File: src/rtl/mod_vga_timing.sv
// 640x480@60 VGA raster generator: free-running pixel counters plus sync/blank
// signals delayed by PIX_LATENCY so they line up with the overlay's pixel result.
module mod_vga_timing #(
    parameter int unsigned H_ACTIVE    = 640,
    parameter int unsigned H_FP        = 16,
    parameter int unsigned H_SYNC      = 96,
    parameter int unsigned H_BP        = 48,
    parameter int unsigned V_ACTIVE    = 480,
    parameter int unsigned V_FP        = 10,
    parameter int unsigned V_SYNC      = 2,
    parameter int unsigned V_BP        = 33,
    parameter int unsigned PIX_LATENCY = 1
) (
    input  logic       in_clk,
    input  logic       in_reset,
    input  logic       in_pixel,
    output logic [9:0] out_pix_x,
    output logic [9:0] out_pix_y,
    output logic       out_frame_start,
    output logic       out_active,
    output logic       out_hsync,
    output logic       out_vsync,
    output logic       out_video
);

    localparam int unsigned H_TOTAL = H_ACTIVE + H_FP + H_SYNC + H_BP;
    localparam int unsigned V_TOTAL = V_ACTIVE + V_FP + V_SYNC + V_BP;

    localparam logic [9:0] X_LAST   = 10'(H_TOTAL - 1);
    localparam logic [9:0] Y_LAST   = 10'(V_TOTAL - 1);
    localparam logic [9:0] X_ACT    = 10'(H_ACTIVE);
    localparam logic [9:0] Y_ACT    = 10'(V_ACTIVE);
    localparam logic [9:0] X_HS_BEG = 10'(H_ACTIVE + H_FP);
    localparam logic [9:0] X_HS_END = 10'(H_ACTIVE + H_FP + H_SYNC);
    localparam logic [9:0] Y_VS_BEG = 10'(V_ACTIVE + V_FP);
    localparam logic [9:0] Y_VS_END = 10'(V_ACTIVE + V_FP + V_SYNC);

    logic [9:0] r_x;
    logic [9:0] r_y;

    logic w_act;
    logic w_hs_n;
    logic w_vs_n;

    logic [PIX_LATENCY-1:0] r_act_dly;
    logic [PIX_LATENCY-1:0] r_hs_n_dly;
    logic [PIX_LATENCY-1:0] r_vs_n_dly;

    always_ff @(posedge in_clk) begin
        if (in_reset) begin
            r_x <= '0;
            r_y <= '0;
        end else if (r_x == X_LAST) begin
            r_x <= '0;
            r_y <= (r_y == Y_LAST) ? '0 : r_y + 10'd1;
        end else begin
            r_x <= r_x + 10'd1;
        end
    end

    always_comb begin
        w_act  = (r_x < X_ACT) && (r_y < Y_ACT);
        w_hs_n = !((r_x >= X_HS_BEG) && (r_x < X_HS_END));
        w_vs_n = !((r_y >= Y_VS_BEG) && (r_y < Y_VS_END));
    end

    // Every stage loads idle on reset so no stale sync pulse drains out afterwards.
    always_ff @(posedge in_clk) begin
        if (in_reset) begin
            r_act_dly  <= '0;
            r_hs_n_dly <= '1;
            r_vs_n_dly <= '1;
        end else begin
            r_act_dly[0]  <= w_act;
            r_hs_n_dly[0] <= w_hs_n;
            r_vs_n_dly[0] <= w_vs_n;
            for (int i = 1; i < int'(PIX_LATENCY); i++) begin
                r_act_dly[i]  <= r_act_dly[i-1];
                r_hs_n_dly[i] <= r_hs_n_dly[i-1];
                r_vs_n_dly[i] <= r_vs_n_dly[i-1];
            end
        end
    end

    assign out_pix_x       = r_x;
    assign out_pix_y       = r_y;
    assign out_frame_start = (r_x == 10'd0) && (r_y == 10'd0);
    assign out_active      = r_act_dly[PIX_LATENCY-1];
    assign out_hsync       = r_hs_n_dly[PIX_LATENCY-1];
    assign out_vsync       = r_vs_n_dly[PIX_LATENCY-1];
    assign out_video       = in_pixel & r_act_dly[PIX_LATENCY-1];

endmodule

File: config.mk
export PLATFORM = sky130hd
export DESIGN_NAME = mod_vga_timing
export DESIGN_NICKNAME = d
export VERILOG_FILES = /design/src/rtl/mod_vga_timing.sv
export SDC_FILE = /design/constraint.sdc
export NUM_CORES = 1
export LEC_CHECK = 0
export CORE_MARGIN = 5
export CORE_UTILIZATION = 41
export CTS_CLUSTER_SIZE = 28
export DETAILED_ROUTE_END_ITERATION = 6
export GPL_TIMING_DRIVEN = 0
export PLACE_DENSITY = 0.68
export SYNTH_ARGS = -nofsm -noshare
export SYNTH_HDL_FRONTEND = slang
export SYNTH_SLANG_ARGS = --single-unit
File: constraint.sdc
create_clock -name in_clk -period 2.2 [get_ports in_clk]
set_input_delay 0.22 -clock in_clk [delete_from_list [all_inputs] [get_ports in_clk]]
set_output_delay 0.22 -clock in_clk [all_outputs]
set_load 0.005 [all_outputs]
==> qor.csv <==
metric;value;unit
register area share after synthesis;0.403;
row cnt;19;
synth warn;0;
drt initial violations;19;
Worst setup SP type;flip-flop;
die height;62.8;um
combinational share of power;0.083;
core box area;2710;um2
Final Hold Fails;0;
clock power share;0.290;
worst endpoint required time;1.98;ns
total leakage power;0.550;nW
Net Sw Power;161;uW
worst slack, placed;-0.0835;ns
met3 WL post-DR;125;um
max-cap violations;0;
minimum clock period;2.02;ns
Slew Limit Fails;0;
Netlist cell types;35;
worst skew pair latency;0.30;ns
FMAX;0.495;GHz
grt ovf;0;
TritonCTS clock tree;built;
Area after DPL;1440;um2
period utilization;0.917;
xor-xnor portion of the synthesized cell area;0.107;
Total GRT Usage;0.136;
status;completed;
sequential share of power;0.626;
fraction of registers with async set/reset;0;
RSZ-0062 raised after global routing;false;
WL per Instance;13.5;um
GPL Wtd Cong;0.755;
Starting Density;0.422;
clock sink total;23;
Slowest cell on crit path;or4b_4;
CP Class;reg -> out;
Synth Area in Simple Gates;0.348;
Syn Area/Cell;8.93;um2
full die area;3950;um2
largest net degree at the start of global routing;14;
worst slew pin tran;0.674;ns
Post-Synth Adder-Cell Area;0.0438;
switch share;0.236;
worst min path class;in -> reg;
Area Growth Syn to Fin;30.9;%
met2 WL post-DR;1230;um
Min Hold Slack;0.278;ns
VDD IR-drop max;0.298;mV
Post-synth EDFFs;0;
Num CTS Buffers;3;
n_diodes;0;
CTS max path bufs;2;
M1 WL;1200;um
Mapped Cells;128;
Via density;5.31;
post-synthesis mux area share;0.00875;
Worst-path clk slew;0.13;ns
Final nets;168;
CTS root buffer;clkbuf_4;
largest family of logic cells by synthesized area;simple AND/OR/NAND/NOR gates;
CP arrival;1.80;ns
drt pass-1 iters;4;
Final ANT Viol Nets;0;
Port Buf Inserts;26;
Final Util;0.552;
vias;1014;
half-perimeter wire length after placement;1910;um
vias in the first global route;1017;
fillcell total;276;
CP max FO;4;
Worst Setup End Kind;output pin;
flops & latches, synth;23;
antenna violations before repair;0;
overall power;683;uW
top_reg_cell synth;dfxtp_1;
Max-Slew Margin vs Limit;0.550;
min setup slack post-route;0.182;ns
crit-path max cell delay;0.46;ns
share of post-route cells with drive strength above 1;0.125;
complex-gate fraction of the synthesized area;0.0470;
final wirelength;2570;um
Mapped Area;1140;um2
Die Width;62.8;um
first-pass GRT wire length;4570;um
H-tree depth;1;
internal power;522;uW
Highest Signal Layer;met4;
Final Cell Area;1500;um2
Cell Chain, Critical Path;inv_1 -> ha_1 -> or4b_4 -> nor3_2 -> nand4_1 -> nor2_1 -> buf_2;
residual DRC count;0;
clk_skew;0.00383;ns
PD cells;456;nW/um2
syn_nets;135;
I/O pin cnt;28;
# setup viols final;0;
==> sequential cells by signal, summed over array words and instances, names as in the netlist <==
| register | count |
|---|---|
| out_active | 1 |
| out_pix_y | 10 |
| out_hsync | 1 |
| out_pix_x | 10 |
| out_vsync | 1 |
==> worst max-delay path, delay by kind of cell (launching register included) <==
family | cells | cell delay (ns)
flops | 1 | 0.38
simple gates | 4 | 0.83
fa+ha+maj | 1 | 0.12
buf+inv | 2 | 0.17
==> metal layers <==
metal | up-vias | GRT usage
met5 | - | 0
met1 | 473 | 0.171
li1 | 514 | -
met2 | 25 | 0.227
met4 | 0 | 0.0371
met3 | 2 | 0.0360
==> layout by cell type, fill, tap and decap left out, types with 2 or more instances in the layout <==
cell	instances
nand3_1	8
dfxtp_1	21
nor3_1	3
or4_1	2
a21oi_1	3
nor2_1	20
nand4_1	8
ha_1	4
inv_1	5
and3_1	4
and4_1	2
clkdlybuf4s50_1	25
xnor2_1	6
xor2_1	8
o21ai_0	3
dfxtp_4	2
buf_4	2
buf_2	4
clkbuf_4	3
nand2_1	5
nor4bb_1	2
==> repair_timing <==
| action | in CTS | in global routing |
|---|---|---|
| pin swaps | 1 | 1 |
| cloned | 0 | 0 |
| endpoints found under the setup margin | 1 | 1 |
| gates resized for setup | 8 | 2 |
| hold buffers | 0 | 0 |
| buffers inserted | 1 | 1 |
==> area by class of cell <==
| cell class | instances | area (um2) | area share |
|---|---|---|---|
| Inverter | 5 | 18.8 | 0.0125 |
| Clock buffer | 3 | 22.5 | 0.0151 |
| Sequential cell | 23 | 468 | 0.313 |
| Clock inverter | 1 | 5.00 | 0.00334 |
| Buffer | 5 | 30.0 | 0.0201 |
| Timing Repair Buffer | 28 | 270 | 0.181 |
| Multi-Input combinational cell | 95 | 643 | 0.430 |
| Tap cell | 31 | 38.8 | 0.0259 |
==> cells in the mapped netlist (all sizes together), types with 2 or more instances <==
cell type / count / share of area
dfxtp: 23 / 0.40
nor2: 21 / 0.075
nand4: 9 / 0.062
nand3: 8 / 0.035
xor2: 8 / 0.061
xnor2: 6 / 0.046
inv: 5 / 0.016
nand2: 5 / 0.016
a21oi: 4 / 0.021
and3: 4 / 0.022
buf: 4 / 0.023
ha: 4 / 0.044
nor3: 4 / 0.018
o21ai: 3 / 0.013
or4: 3 / 0.023
and4: 2 / 0.015
nor4bb: 2 / 0.018
or4b: 2 / 0.018
==> power by group through the flow <==
stage | combinational (mW) | clock [mW] | sequential (mW)
after floorplan | 0.0247 | 0 | 0.438
after global placement | 0.0510 | 0 | 0.438
after detailed placement | 0.0515 | 0 | 0.438
after CTS | 0.0565 | 0.204 | 0.428
after global routing | 0.0637 | 0.215 | 0.428
final | 0.0569 | 0.198 | 0.428
==> through the flow <==
step | TNS [ns] | std cells
global placement | -0.0735 | 185
finish | 0 | 191
detailed placement | -0.0835 | 185
floorplan | 0 | 128
global route | 0 | 191
CTS | 0 | 190
==> final timing paths <==
path,startpoint,to,slack [ns],cells past startpoint
hold / removal,in_reset,out_pix_x[6]$_SDFF_PP0_,0.28,2
setup reg to reg,out_pix_x[0]$_SDFF_PP0_,out_pix_y[3]$_SDFFE_PP0N_,0.21,7
hold reg to reg,out_pix_x[9]$_SDFF_PP0_,out_hsync$_SDFF_PP1_,0.51,1
setup / recovery,out_pix_x[1]$_SDFF_PP0_,out_frame_start,0.18,7
==> cell families after synthesis <==
family	Yosys count
multiplexers	1
flip-flops	23
AND/OR/NAND/NOR	67
AO/OA/AOI/OAI	9
adder cells (fa/ha/maj)	4
XOR/XNOR	14
buffers and inverters	10
(Power assumes the default switching activity.)
